<file path="src/rtl/qpu_exu_event_queue.sv">
// qpu_exu_event_queue
//
// Timed event queue sitting behind the QIU write-back port. Buffers
// {tdata, oprand, edata} bundles, owns the QPU timeline counter (returned
// to the QIU as its time base) and issues each bundle when the timeline
// reaches its timestamp. Bundles whose timestamp is already in the past
// are issued immediately and raise a sticky late flag.
//
// Ports
//   clk, rst_n        clock, async active-low reset
//   evq_i_*           write-back handshake and event bundle from the QIU
//   tmr_en, tmr_clr   timeline run enable / synchronous clear
//   evq_flush         synchronous queue flush (also clears late flag)
//   evq_o_clk         current timeline value
//   evq_o_valid       one-cycle issue pulse with edata/oprand/time
//   evq_o_late_err    sticky late-event flag
//   evq_o_cnt/empty   queue occupancy
module qpu_exu_event_queue #(
   parameter int EVT_W  = 64,
   parameter int EVT_N  = 8,
   parameter int TIME_W = 32,
   parameter int DEPTH  = 8
) (
   input  logic                     clk,
   input  logic                     rst_n,
   input  logic                     evq_i_valid,
   output logic                     evq_i_ready,
   input  logic [EVT_W-1:0]         evq_i_edata,
   input  logic [EVT_N-1:0]         evq_i_oprand,
   input  logic [TIME_W-1:0]        evq_i_tdata,
   input  logic                     tmr_en,
   input  logic                     tmr_clr,
   input  logic                     evq_flush,
   output logic [TIME_W-1:0]        evq_o_clk,
   output logic                     evq_o_valid,
   output logic [EVT_W-1:0]         evq_o_edata,
   output logic [EVT_N-1:0]         evq_o_oprand,
   output logic [TIME_W-1:0]        evq_o_time,
   output logic                     evq_o_late_err,
   output logic [$clog2(DEPTH):0]   evq_o_cnt,
   output logic                     evq_o_empty
);

   localparam int AW = $clog2(DEPTH);
   localparam int PW = AW + 1;

   logic [TIME_W-1:0] mem_t_q [DEPTH];
   logic [EVT_N-1:0]  mem_o_q [DEPTH];
   logic [EVT_W-1:0]  mem_e_q [DEPTH];

   logic [PW-1:0]     wptr_q, rptr_q, cnt_q;
   logic [TIME_W-1:0] tl_q;
   logic              valid_q, late_err_q;
   logic [EVT_W-1:0]  edata_q;
   logic [EVT_N-1:0]  oprand_q;
   logic [TIME_W-1:0] time_q;

   logic              full, empty, push, pop, due, late;
   logic [TIME_W-1:0] head_t, diff;
   logic [AW-1:0]     waddr, raddr;

   assign waddr  = wptr_q[AW-1:0];
   assign raddr  = rptr_q[AW-1:0];
   assign head_t = mem_t_q[raddr];

   assign full   = (cnt_q == PW'(DEPTH));
   assign empty  = (cnt_q == '0);

   // Modular difference: a negative result (MSB set) means the timestamp
   // lies up to half the timeline range in the past.
   assign diff   = head_t - tl_q;
   assign due    = (diff == '0);
   assign late   = diff[TIME_W-1];

   // Ready depends only on the registered count, never on evq_i_valid.
   assign push   = evq_i_valid & ~full & ~evq_flush;
   assign pop    = ~empty & tmr_en & (due | late) & ~evq_flush;

   always_ff @(posedge clk) begin
      if (push) begin
         mem_t_q[waddr] <= evq_i_tdata;
         mem_o_q[waddr] <= evq_i_oprand;
         mem_e_q[waddr] <= evq_i_edata;
      end
   end

   always_ff @(posedge clk or negedge rst_n) begin
      if (!rst_n) begin
         wptr_q     <= '0;
         rptr_q     <= '0;
         cnt_q      <= '0;
         tl_q       <= '0;
         valid_q    <= 1'b0;
         late_err_q <= 1'b0;
         edata_q    <= '0;
         oprand_q   <= '0;
         time_q     <= '0;
      end else begin
         if (tmr_clr) begin
            tl_q <= '0;
         end else if (tmr_en) begin
            tl_q <= tl_q + TIME_W'(1);
         end

         if (evq_flush) begin
            wptr_q <= '0;
            rptr_q <= '0;
            cnt_q  <= '0;
         end else begin
            if (push) begin
               wptr_q <= wptr_q + PW'(1);
            end
            if (pop) begin
               rptr_q <= rptr_q + PW'(1);
            end
            case ({push, pop})
               2'b10:   cnt_q <= cnt_q + PW'(1);
               2'b01:   cnt_q <= cnt_q - PW'(1);
               default: cnt_q <= cnt_q;
            endcase
         end

         if (evq_flush) begin
            late_err_q <= 1'b0;
         end else if (pop && late) begin
            late_err_q <= 1'b1;
         end

         valid_q <= pop;
         if (pop) begin
            edata_q  <= mem_e_q[raddr];
            oprand_q <= mem_o_q[raddr];
            time_q   <= tl_q;
         end
      end
   end

   assign evq_i_ready    = ~full;
   assign evq_o_clk      = tl_q;
   assign evq_o_valid    = valid_q;
   assign evq_o_edata    = edata_q;
   assign evq_o_oprand   = oprand_q;
   assign evq_o_time     = time_q;
   assign evq_o_late_err = late_err_q;
   assign evq_o_cnt      = cnt_q;
   assign evq_o_empty    = empty;

endmodule

</file>
<file path="config.mk">
export PLATFORM = sky130hd
export DESIGN_NAME = qpu_exu_event_queue
export DESIGN_NICKNAME = d
export VERILOG_FILES = /design/src/rtl/qpu_exu_event_queue.sv
export SDC_FILE = /design/constraint.sdc
export NUM_CORES = 1
export LEC_CHECK = 0
export ABC_AREA = 0
export CORE_AREA = 8 8 374 376
export CTS_BUF_LIST = sky130_fd_sc_hd__clkbuf_8
export DETAILED_ROUTE_END_ITERATION = 10
export DIE_AREA = 0 0 382 384
export HOLD_SLACK_MARGIN = 0.15
export PLACE_DENSITY_LB_ADDON = 0.25
export SLEW_MARGIN = 30
export SYNTH_ARGS = -nofsm -noshare
export SYNTH_HDL_FRONTEND = slang
export SYNTH_SLANG_ARGS = --single-unit
export TNS_END_PERCENT = 1
</file>
<file path="constraint.sdc">
create_clock -name clk -period 8.9 [get_ports clk]
set_input_delay 1.78 -clock clk [delete_from_list [all_inputs] [get_ports clk]]
set_output_delay 1.78 -clock clk [all_outputs]
set_load 0.01 [all_outputs]
</file>
After elaboration in Yosys (flattened, before gate mapping)

Memories as Yosys holds them, arrays and structs flattened. A register that Yosys moved wholly into a read port is not among the register bits.
Cells that the tools add are included.

Latch bits: 0
Output and inout bits: 144
Memories: 3
Input bits: 110
Bits in writable memories: 832
Memory bits (read-only): 0
Bits in registers: 78

Multiply operators: 0
Bitwise gates (word level): 9
Equality and inequality tests: 3
Order comparisons: 0
Mux-type cells: 12
Shift-type cells: 0
Divide/modulo/power cells: 0
Reduce and logical (&&, ||, !) cells: 10
$add $sub $neg: 6

Memory list:

| name    | depth | bits a word | read ports | clocked after Yosys merged registers in | wr ports | RTL line | text |
|---|---|---|---|---|---|---|---|
| mem_e_q | 8     | 64          | 1          | 1                                       | 1        | 49       | `logic [EVT_W-1:0] mem_e_q [DEPTH];` |
| mem_t_q | 8     | 32          | 1          | 0                                       | 1        | 47       | `logic [TIME_W-1:0] mem_t_q [DEPTH];` |
| mem_o_q | 8     | 8           | 1          | 1                                       | 1        | 48       | `logic [EVT_N-1:0] mem_o_q [DEPTH];` |

Operator list:

| kind                                                 | count |
|---|---|
| 2-to-1 mux 32 bit                                    | 2 |
| adder 32 x 1 -> 32 bit (second input constant)       | 1 |
| zero test 32 bit                                     | 1 |
| subtractor 32 bit                                    | 1 |
| 2-to-1 mux 4 bit                                     | 5 |
| adder 4 x 1 -> 4 bit (second input constant)         | 3 |
| case mux 4 bit (2 select lines)                      | 1 |
| nonzero test 2 bit                                   | 4 |
| AND 1 bit                                            | 5 |
| equality test 4 bit (second input constant)          | 1 |
| zero test 4 bit                                      | 1 |
| 2-to-1 mux 1 bit                                     | 4 |
| subtractor 4 x 1 -> 4 bit (second input constant)    | 1 |
| NOT 1 bit                                            | 3 |
| nonzero test 3 bit                                   | 1 |
| equality test 2 x 1 -> 1 bit (second input constant) | 1 |
| equality test 2 bit (second input constant)          | 1 |
| zero test 1 bit                                      | 2 |
| logical AND 1 bit                                    | 1 |
| bitwise OR 1 bit                                     | 1 |

Depth between registers and ports, before layout

Gate-level depths: netlist of run 1.
An unclocked memory read counts as a cell.

Depth in word-level cells: 9
Gate-level depth with buffers: 27

Worst setup path before layout of run 1

Ideal clock, no wire load.

Path type: input-to-reg
Start: in evq_i_valid
End: mem mem_e_q[0][0] (enable)
Library setup time: 694 ps
Required time: 8206 ps
Cell stages on the path: 3
Slack: -1101 ps
Data arrival time: 9307 ps
Path through: nand2_1 -> or3_1 -> nor3_1

Longest elaborated chain between the ends: 4

RTL lines:

| element                                | RTL line | text |
|---|---|---|
| from (decl)                            | 26       | `input logic evq_i_valid,` |
| AND 1 bit (2 in a row)                 | 76       | `assign push = evq_i_valid & ~full & ~evq_flush;` |
| 2-to-1 mux 1 bit                       | 80       | `if (push) begin` |
| 2-to-1 mux 1 bit (implied by the code) | 83       | `mem_e_q[waddr] <= evq_i_edata;` |
| to (decl)                              | 49       |  |

No other way between the ends.

Final worst setup path of run 1

Start: reg rptr_q[1]
End: reg cnt_q[3], in the netlist evq_o_cnt[3]

Longest elaborated chain between the ends: 9
Elaborated cells on any way between the ends: 11

RTL lines:

| element                                                             | RTL line | text |
|---|---|---|
| from (decl)                                                         | 51       | `logic [PW-1:0] wptr_q, rptr_q, cnt_q;` |
| from (signal assigned)                                              | 114      | `rptr_q <= rptr_q + PW'(1);` |
| memory read (8 x 32 bit) *                                          | -        |  |
| subtractor 32 bit *                                                 | 71       | `assign diff = head_t - tl_q;` |
| zero test 32 bit                                                    | 72       | `assign due = (diff == '0);` |
| bitwise OR 1 bit *                                                  | 77       | `assign pop = ~empty & tmr_en & (due \| late) & ~evq_flush;` |
| AND 1 bit * (2 in a row)                                            | 77       |  |
| equality test 2 x 1 -> 1 bit or equality test 2 bit (tied branches) | 116      | `case ({push, pop})` |
| case mux 4 bit (2 select lines)                                     | 116      |  |
| 2-to-1 mux 4 bit                                                    | 105      | `if (evq_flush) begin` |
| to (signal assigned)                                                | 117      | `2'b10: cnt_q <= cnt_q + PW'(1);` |
| to (signal assigned)                                                | 118      | `2'b01: cnt_q <= cnt_q - PW'(1);` |
| to (signal assigned)                                                | 119      | `default: cnt_q <= cnt_q;` |
| to (decl)                                                           | 51       |  |

Mark *: on every way between the ends. The rest lies on a longest branch, timed or not.
A chain may end at the register's enable or synchronous reset.

==> results.yml, run 1 <==
timing:
  fmax_mhz: 147
  setup_viol: 0
  fin_crit_ns: 6.80
  worstMarginPinSlew_ns: 0.988
  period_share_pct: 76.4
  finalMaxSlewViolations: 0
  relSlewSlack_pct: 34.1
  rsz0062_at_grt: "false"
  skew_ns: 0.0566
  hold_viol: 0
  setup_tns_ns: 0
clocking:
  clk_latency_ns: 0.87
  cts_max_level: 4
  postCtsResizedCells: 0
  path_clk_slew_ns: 0.06
  cts_setup_buffers: 0
  clockBufferDepth: 3
  cts_buffers: 168
  postCtsHoldBufs: 0
  clock-sinks: 980
  cts_tree: "yes"
  ctsRootBufferMaster: "clkbuf_8"
critical_path:
  crit_required_ns: 9.65
  end_kind: "flip-flop"
  crit_path_top_delay_cell: "dfrtp_4"
  critical_path.max_stage_delay_ns: 1.01
  reg2reg_from: "rptr_q[1]$_DFFE_PN0P_"
  critPathCapture: "evq_o_cnt[3]$_DFFE_PN0P_"
  path_max_fanout: 53
  critPathKind: "flip-flop to flip-flop"
  path_cells: "buf_4, mux4_2, mux2_2, ha_1, nand2_1, o21ai_0, a21oi_1, a31oi_1, mux2i_1, a2111oi_2, nand4_1, or4_4, a21oi_4, and2_1, ha_1, a21o_1, a21oi_1, o21ai_0, a311o_1, o32ai_1"
  cp-startpoint: "rptr_q[1]$_DFFE_PN0P_"
  crit_arrival_ns: 7.55
  rrSetupSlack_ns: 2.10
  startpoint_type: "flip-flop"
  r2r-end: "evq_o_cnt[3]$_DFFE_PN0P_"
  reg2reg_depth: 20
finish:
  fillers: 12545
  final_nets: 2595
  area_growth_pct: 20.5
  drive_gt1_share_pct: 25.6
  finalNonFillerCells: 4374
synth:
  synthesis.nets: 2236
  synthCells: 2088
  synth_warnings: 0
  synthTopCellsByArea: "edfxtp_1, mux4_2, dfrtp_1"
  yosysSeqAreaShare_pct: 71.9
  syn_area_mm2: 0.0399
  synth_edf_count: 832
  async_flop_share_pct: 15.1
  avgSynthCellArea_um2: 19.1
  synthTopCellsByCount: "edfxtp_1, mux4_2, mux2_2"
  ys_types: 68
  synth_flop_cell: "edfxtp_1"
  post-synth-top-area-cell: "edfxtp_1"
  ys_seq_elements: 980
  synth_top_area_share_pct: 62.6
  yosysMostFrequentCell: "edfxtp_1"
power_and_ir_drop:
  p_int_mw: 8.23
  max-vdd-ir-drop_v: 0.000154
  switching_share_pct: 25.9
  leakage_nw: 15.8
  clkPwrFrac_pct: 35.9
  power_mw: 11.1
  power_per_cell_area_mw_per_mm2: 231
  pwr-share-comb_pct: 15.6
  seq_power_share_pct: 48.5
  switching_power_mw: 2.88
placed_design:
  placedCellCount: 4057
  gp_congestion: 0.837
  dp_hpwl_um: 64000
  numPortBuffers: 253
grt:
  grt_pass1_wl_um: 157000
  grt_overflow: 0
  grt_usage_pct: 14.4
  grt_pass1_vias: 23031
  grt_max_degree: 106
  antenna_found_initial: 24
drt:
  vias_per_cell: 4.82
  remaining_drc_errors: 0
  vias: 21065
  drt-total-wl_um: 107000
  drt_iter0_markers: 1453
  routedWlPerCell_um: 24.5
  ant_nets: 0
  drtPass1Iterations: 5
die:
  io_pins: 254
  rows: 135
  die_x_um: 382
  initial_core_util_pct: 29.7
  die_h_um: 384
  dieArea_mm2: 0.147
  core-area_mm2: 0.134
status:
  status: "complete, no violations"
min_path:
  hp-class: "flip-flop to flip-flop"
job:
  maxCapViolations: 0
[per-stage QoR]
step	hold slack, ns	util, %	instance area (µm²)	setup WS, ns
2_1_floorplan	0.529	-	39900	-0.997
3_3_place_gp	0.468	33.2	44600	1.51
3_5_place_dp	0.474	33.3	44700	1.66
4_1_cts	0.487	35.8	48000	1.61
5_1_grt	0.495	35.8	48100	1.59
6_report	0.484	35.8	48100	2.10
[power by group through the flow]
stage          sequential, mW  clock [mW]  combinational, mW
6_report                 5.39        3.99               1.73
5_1_grt                  5.42        4.35               1.88
4_1_cts                  5.41        4.16               1.76
3_5_place_dp             5.50           0               1.75
3_3_place_gp             5.49           0               1.75
2_1_floorplan            5.52           0              0.872
[placed cells by master (no fill, tap or decap), types with 16 or more instances in the layout]
master and count:
clkbuf_8 186, nand2_1 56, clkinv_1 28, ha_1 36
inv_1 94, nand4_1 22, edfxtp_1 832, nand3_1 24
mux2_2 168, mux2_1 41, a21oi_1 45, mux4_2 208
nor3_1 22, o21ai_0 36, clkinv_2 20, dfrtp_1 145
clkdlybuf4s50_1 252, buf_4 22, nor2_1 71, nand2b_1 16
xnor2_1 37
[kinds of logic after synthesis]
kind of cell / synth area share (%)
AOI/OAI and AO/OA: 2.92
muxes: 17.9
adders and majority gates: 1.23
xor gates and xnor gates: 0.922
and+or+nand+nor: 3.67
buffers and inverters: 1.47
DFF: 71.9
[critical path, delay by kind of cell (launching register included)]
family                   cells  cell delay [ns]
buffers and inverters        1             0.39
AND/OR/NAND/NOR              4             1.11
adder cells (fa/ha/maj)      2             0.73
AO/OA/AOI/OAI               10             2.56
flip-flops                   1             1.01
multiplexers                 3             0.87
[metal layers]
metal  vias to the layer above  GRT usage, %  routed length [µm]
li1                       9201             -                   -
met3                       194          4.27                6340
met4                        22          3.69                2060
met5                         -             0                 145
met1                     11126          18.1               45800
met2                       522          24.3               52600
[registers in the layout, indices dropped and copies added, names as in the netlist]
name            flops
evq_o_cnt           4
evq_o_edata        64
rptr_q              3
evq_o_late_err      1
mem_e_q           512
evq_o_valid         1
evq_o_oprand        8
evq_o_time         32
mem_o_q            64
evq_o_clk          32
mem_t_q           256
wptr_q              3
[worst min path at each step]
stage,start,endpoint,slack (ns),cells past startpoint
after floorplan,evq_o_edata[14]$_DFFE_PN0N_,evq_o_edata[14]$_DFFE_PN0N_,0.53,1
after global placement,evq_o_edata[14]$_DFFE_PN0N_,evq_o_edata[14]$_DFFE_PN0N_,0.47,1
after detailed placement,evq_o_time[8]$_DFFE_PN0N_,evq_o_time[8]$_DFFE_PN0N_,0.47,1
after CTS,evq_o_time[8]$_DFFE_PN0N_,evq_o_time[8]$_DFFE_PN0N_,0.49,1
after global routing,evq_o_time[8]$_DFFE_PN0N_,evq_o_time[8]$_DFFE_PN0N_,0.49,1
final,evq_o_time[18]$_DFFE_PN0N_,evq_o_time[18]$_DFFE_PN0N_,0.48,1
[final cells by class]
cell class	instances	area (µm²)	share of cell area (%)
clock buffer	185	2550	5.29
sequential	980	28700	59.7
timing repair buffer	288	2960	6.15
multi-input combinational	969	10700	22.2
inverter	40	150	0.312
tap	1781	2230	4.63
antenna	9	22.5	0.0468
clock inverter	122	792	1.65
No activity file was read; power rests on OpenSTA's default activity.
==> inputs of run 2 (changes only) <==
- clock period: 8.9 -> 6.9 ns (I/O delays scaled with it)
==> run 2 against run 1 <==
Compared with the run above:
- critical path depth rose by 2
- flip-flop and latch count did not move
- die area stayed put
- utilization is 0.37 points higher
- clock-buffer cell count shrank 3
- first-iteration DRC count shrank 5.2%
- clock power up 33%
==> results.yml, run 2 (synthesis results as in run 1) <==
status:
  status: "complete, no violations"
drt:
  ant_nets: 0
  drtPass1Iterations: 5
  wl_met3_um: 7230
  dr_wl_met2_um: 52000
  remaining_drc_errors: 0
  vias: 21265
  m1WireLength_um: 45000
  vias_per_cell: 4.80
  routedWlPerCell_um: 24.2
  top_layer: "met5"
  drt-total-wl_um: 107000
  drt_iter0_markers: 1378
critical_path:
  crit_path_top_delay_cell: "mux4_2"
  end_kind: "flip-flop"
  critical_path.max_stage_delay_ns: 0.63
  cp_top_family: "compound AO/OA/AOI/OAI gates"
  path_cells: "buf_4, mux4_2, mux2_2, ha_1, buf_4, nand4_1, o22ai_1, a211oi_1, a21oi_1, nand3_1, nor4_1, nand4_1, or4_4, a21oi_4, and2_1, ha_1, a21o_1, a21oi_1, buf_4, o21ai_0, a311o_1, o32ai_1"
  critPathKind: "flip-flop to flip-flop"
  cpMostUsedCell: "buf_4"
  path_buf_inv: 3
  crit_arrival_ns: 7.18
  crit_required_ns: 7.65
  startpoint_type: "flip-flop"
  path_max_fanout: 13
timing:
  finalMaxSlewViolations: 0
  worstMarginPinSlew_ns: 0.941
  setup_viol: 0
  rsz0062_at_grt: "false"
  fmax_mhz: 155
  relSlewSlack_pct: 37.3
  skew_ns: 0.0662
  setup_tns_ns: 0
  period_share_pct: 93.2
  fin_crit_ns: 6.43
  hold_viol: 0
power_and_ir_drop:
  switching_share_pct: 25.8
  pwr-share-comb_pct: 15.6
  power_mw: 14.5
  power_per_cell_area_mw_per_mm2: 299
  leakage_nw: 16.0
  seq_power_share_pct: 47.9
  clkPwrFrac_pct: 36.5
  switching_power_mw: 3.76
  p_int_mw: 10.8
  max-vdd-ir-drop_v: 0.000190
job:
  maxCapViolations: 0
die:
  io_pins: 254
  die_x_um: 382
  die_h_um: 384
  core-area_mm2: 0.134
  initial_core_util_pct: 29.7
  rows: 135
  dieArea_mm2: 0.147
clocking:
  clockBufferDepth: 3
  cts_setup_buffers: 0
  postCtsResizedCells: 0
  clock-sinks: 980
  cts_max_level: 4
  clk_latency_ns: 0.88
  cts_tree: "yes"
  ctsRootBufferMaster: "clkbuf_8"
  cts_buffers: 170
  postCtsHoldBufs: 0
  path_clk_slew_ns: 0.06
finish:
  largest_reg_flops: 512
  final_util_pct: 36.2
  drive_gt1_share_pct: 26.8
  area_growth_pct: 21.8
  final_nets: 2634
  layout_common_cells: "edfxtp_1, clkdlybuf4s50_1, mux4_2"
  finalNonFillerCells: 4428
  design_area_mm2: 0.0486
  fillers: 12502
  top_register: "mem_e_q"
  top_regs: "mem_e_q: 512 flops, mem_t_q: 256 flops"
  final_common_cell: "edfxtp_1"
grt:
  grt_pass1_vias: 23066
  grt_pass1_wl_um: 158000
  antenna_found_initial: 32
  grt_usage_pct: 14.5
  grt_max_degree: 105
  grt_overflow: 0
placed_design:
  gp_congestion: 0.861
  placed_area_mm2: 0.0451
  dp_hpwl_um: 65300
  placedCellCount: 4095
  numPortBuffers: 253
min_path:
  hp-class: "flip-flop to flip-flop"
==> run 2: changes by cell type in the layout (fill, tap and decap cells not counted), moves of 2 or more <==
cell        change
clkinv_1        -3
clkbuf_8        -3
clkinvlp_4      +2
diode_2        +10
inv_1           +5
buf_12          +9
bufinv_16       +4
buf_4          +28
inv_16          -2
==> run 2: layer usage <==
layer | vias up | global-route usage, %
met4 | 22 | 4.53
met1 | 11121 | 18.2
met2 | 614 | 23.9
met3 | 198 | 4.49
li1 | 9310 | -
met5 | - | 0
==> run 2: path summary, 6_finish.rpt <==
check | start | endpoint | slack [ns] | cells past startpoint
worst min-delay path | evq_o_time[17]$_DFFE_PN0N_ | evq_o_time[17]$_DFFE_PN0N_ | 0.48 | 1
max in group asynchronous | rst_n | evq_o_edata[55]$_DFFE_PN0N_ | 4.98 | 2
worst min register to register | evq_o_time[17]$_DFFE_PN0N_ | evq_o_time[17]$_DFFE_PN0N_ | 0.48 | 1
min in group asynchronous | rst_n | evq_o_edata[25]$_DFFE_PN0N_ | 0.64 | 1
worst max register to register | rptr_q[0]$_DFFE_PN0P_ | evq_o_cnt[3]$_DFFE_PN0P_ | 0.47 | 22
worst max-delay path | rptr_q[0]$_DFFE_PN0P_ | evq_o_cnt[3]$_DFFE_PN0P_ | 0.47 | 22
==> run 2: through the flow <==
step | hold slack (ns) | worst slack, ns
after floorplan | 0.529 | -2.60
after global placement | 0.468 | 0.298
after detailed placement | 0.474 | 0.565
after CTS | 0.488 | 0.549
after global routing | 0.497 | 0.167
final | 0.482 | 0.467
==> run 2: cell type report <==
cell class                 count  area, µm²  share of cell area [%]
sequential                   980      28700                    59.1
clock buffer                 182       2500                    5.15
timing repair buffer         325       3330                    6.86
inverter                      40        150                   0.309
clock inverter               132        943                    1.94
multi-input combinational    969      10700                    22.0
tap                         1781       2230                    4.59
antenna                       19       47.5                  0.0978
==> run 2: power by group through the flow <==
stage	clock (mW)	sequential, mW	combinational, mW
after floorplan	0	7.11	1.13
after global placement	0	7.07	2.31
after detailed placement	0	7.08	2.31
after CTS	5.52	6.97	2.32
after global routing	5.77	6.99	2.45
final	5.31	6.95	2.27
==> inputs of run 3 (changes only) <==
- DONT_BUFFER_PORTS: not set -> 1
==> run 3 against run 2 <==
Compared with the run above:
- clock skew decreased by 0.017 ns
- largest power group unchanged
- maximum frequency decreased by 1.7%
- setup slack got worse by 0.11 ns
- utilization decreased by 2.1 points
- routed wire length decreased by 2.9%
- flip-flop and latch count unchanged
- sequential power increased by 2%
- hold slack got worse by 0.065 ns
- sequential share of layout area increased by 3.7 points
- critical path depth decreased by 3
==> results.yml, run 3 (synthesis results as in run 1) <==
status:
  status: "complete, no violations"
drt:
  remaining_drc_errors: 0
  vias_per_cell: 4.87
  ant_nets: 0
  drtPass1Iterations: 5
  drt-total-wl_um: 104000
  drt_iter0_markers: 1175
  routedWlPerCell_um: 25.1
  vias: 20137
finish:
  top_regs: "mem_e_q: 512 flops, mem_t_q: 256 flops"
  final_nets: 2354
  area_growth_pct: 14.6
  top_register: "mem_e_q"
  layout_common_cells: "edfxtp_1, mux4_2, clkbuf_8"
  final_common_cell: "edfxtp_1"
  drive_gt1_share_pct: 28.8
  design_area_mm2: 0.0457
  finalNonFillerCells: 4133
  largest_reg_flops: 512
timing:
  rsz0062_at_grt: "false"
  finalMaxSlewViolations: 0
  fin_crit_ns: 6.54
  period_share_pct: 94.8
  hold_viol: 0
  worstMarginPinSlew_ns: 1.00
  setup_tns_ns: 0
  skew_ns: 0.0491
  holdWs_ns: 0.417
  setup_viol: 0
  fmax_mhz: 153
  relSlewSlack_pct: 33.2
power_and_ir_drop:
  leakage_nw: 14.9
  power_per_cell_area_mw_per_mm2: 302
  power_mw: 13.8
  max-vdd-ir-drop_v: 0.000188
grt:
  grt_usage_pct: 14.0
  antenna_found_initial: 5
  grt_max_degree: 149
  grt_overflow: 0
  grt_pass1_vias: 21860
  grt_pass1_wl_um: 152000
clocking:
  clk_latency_ns: 0.88
  cts_tree: "yes"
  ctsRootBufferMaster: "clkbuf_8"
  clock-sinks: 980
  cts_max_level: 4
  cts_setup_buffers: 0
  cts_buffers: 168
  clockBufferDepth: 3
  path_clk_slew_ns: 0.06
placed_design:
  gp_congestion: 0.811
  placedCellCount: 3815
  numPortBuffers: 0
  placed_area_mm2: 0.0423
  dp_hpwl_um: 59900
critical_path:
  reg2reg_depth: 19
  crit_arrival_ns: 7.28
  r2r-end: "evq_o_cnt[3]$_DFFE_PN0P_"
  crit_required_ns: 7.63
  startpoint_type: "flip-flop"
  critPathKind: "flip-flop to flip-flop"
  end_kind: "flip-flop"
  rrSetupSlack_ns: 0.36
  path_max_fanout: 35
  reg2reg_from: "rptr_q[0]$_DFFE_PN0P_"
die:
  core-area_mm2: 0.134
  rows: 135
  io_pins: 254
  dieArea_mm2: 0.147
  die_x_um: 382
  die_h_um: 384
  initial_core_util_pct: 29.7
job:
  maxCapViolations: 0
min_path:
  hp-class: "input pin to asynchronous set/reset pin"
-- run 3: cell count changes in the layout (fill, tap and decap cells not counted), sizes merged, moves of 5 or more --
cell and delta:
clkinv -12, buf -25, clkdlybuf4s50 -252, bufinv -5, clkbuf +9, diode -13
-- run 3: layer usage --
layer / global-route usage [%] / up-vias / part of all wire, %
li1: - / 8707 / -
met1: 16.4 / 10665 / 40
met2: 23.5 / 599 / 49
met3: 5.90 / 166 / 8.8
met4: 4.23 / 0 / 2.5
met5: 0 / - / 0
-- run 3: layout make-up --
type | count | area, µm²
sequential | 980 | 28700
clock inverter | 118 | 722
inverter | 40 | 150
multi-input combinational | 969 | 10700
antenna | 6 | 15.0
clock buffer | 192 | 2640
timing repair buffer | 47 | 563
tap | 1781 | 2230
fill | 12654 | 88600
-- run 3: through the flow --
step	worst slack, ns	util (%)
after floorplan	-2.60	-
after global placement	0.335	31.5
after detailed placement	0.443	31.5
after CTS	0.422	34.0
after global routing	0.120	34.0
final	0.356	34.0
-- run 3: power by group --
part	total, mW	leakage [nW]	switching (mW)	internal [mW]
combinational	1.53	3.51	0.796	0.735
sequential	7.11	9.44	0.356	6.75
clock	5.17	1.93	2.41	2.76
-- run 3: how the worst max path moves through the flow --
stage	start	to	slack (ns)	cells after the start
floorplan	evq_flush	mem_e_q[1][0]$_DFFE_PP_	-2.60	4
CTS	rptr_q[0]$_DFFE_PN0P_	evq_o_cnt[3]$_DFFE_PN0P_	0.42	20
global route	rptr_q[0]$_DFFE_PN0P_	evq_o_cnt[3]$_DFFE_PN0P_	0.12	19
finish	rptr_q[0]$_DFFE_PN0P_	evq_o_cnt[3]$_DFFE_PN0P_	0.36	19
global placement	rptr_q[0]$_DFFE_PN0P_	evq_o_cnt[3]$_DFFE_PN0P_	0.33	19
detailed placement	rptr_q[0]$_DFFE_PN0P_	evq_o_cnt[3]$_DFFE_PN0P_	0.44	21
-- run 3: critical path, cell delays in order, from the launching register on --
cell and delay [ns]:
dfrtp_4 0.50, buf_12 0.29, mux4_2 0.55, mux2_2 0.27, ha_1 0.28, a21oi_1 0.55
o21ai_0 0.39, a311oi_1 0.40, o2111ai_1 0.20, a2111oi_2 0.39, nand4_1 0.17, or4_4 0.57
a21oi_4 0.20, and2_1 0.21, ha_1 0.25, a21o_1 0.16, a21oi_1 0.32, o21ai_0 0.14
a311o_1 0.38, o32ai_1 0.13
-- run 3: timing repair --
action	4_1_cts	5_1_grt
resized for setup	0	0
setup endpoints to repair	0	0
endpoints found under the hold margin	148	0
hold buffers	1	0
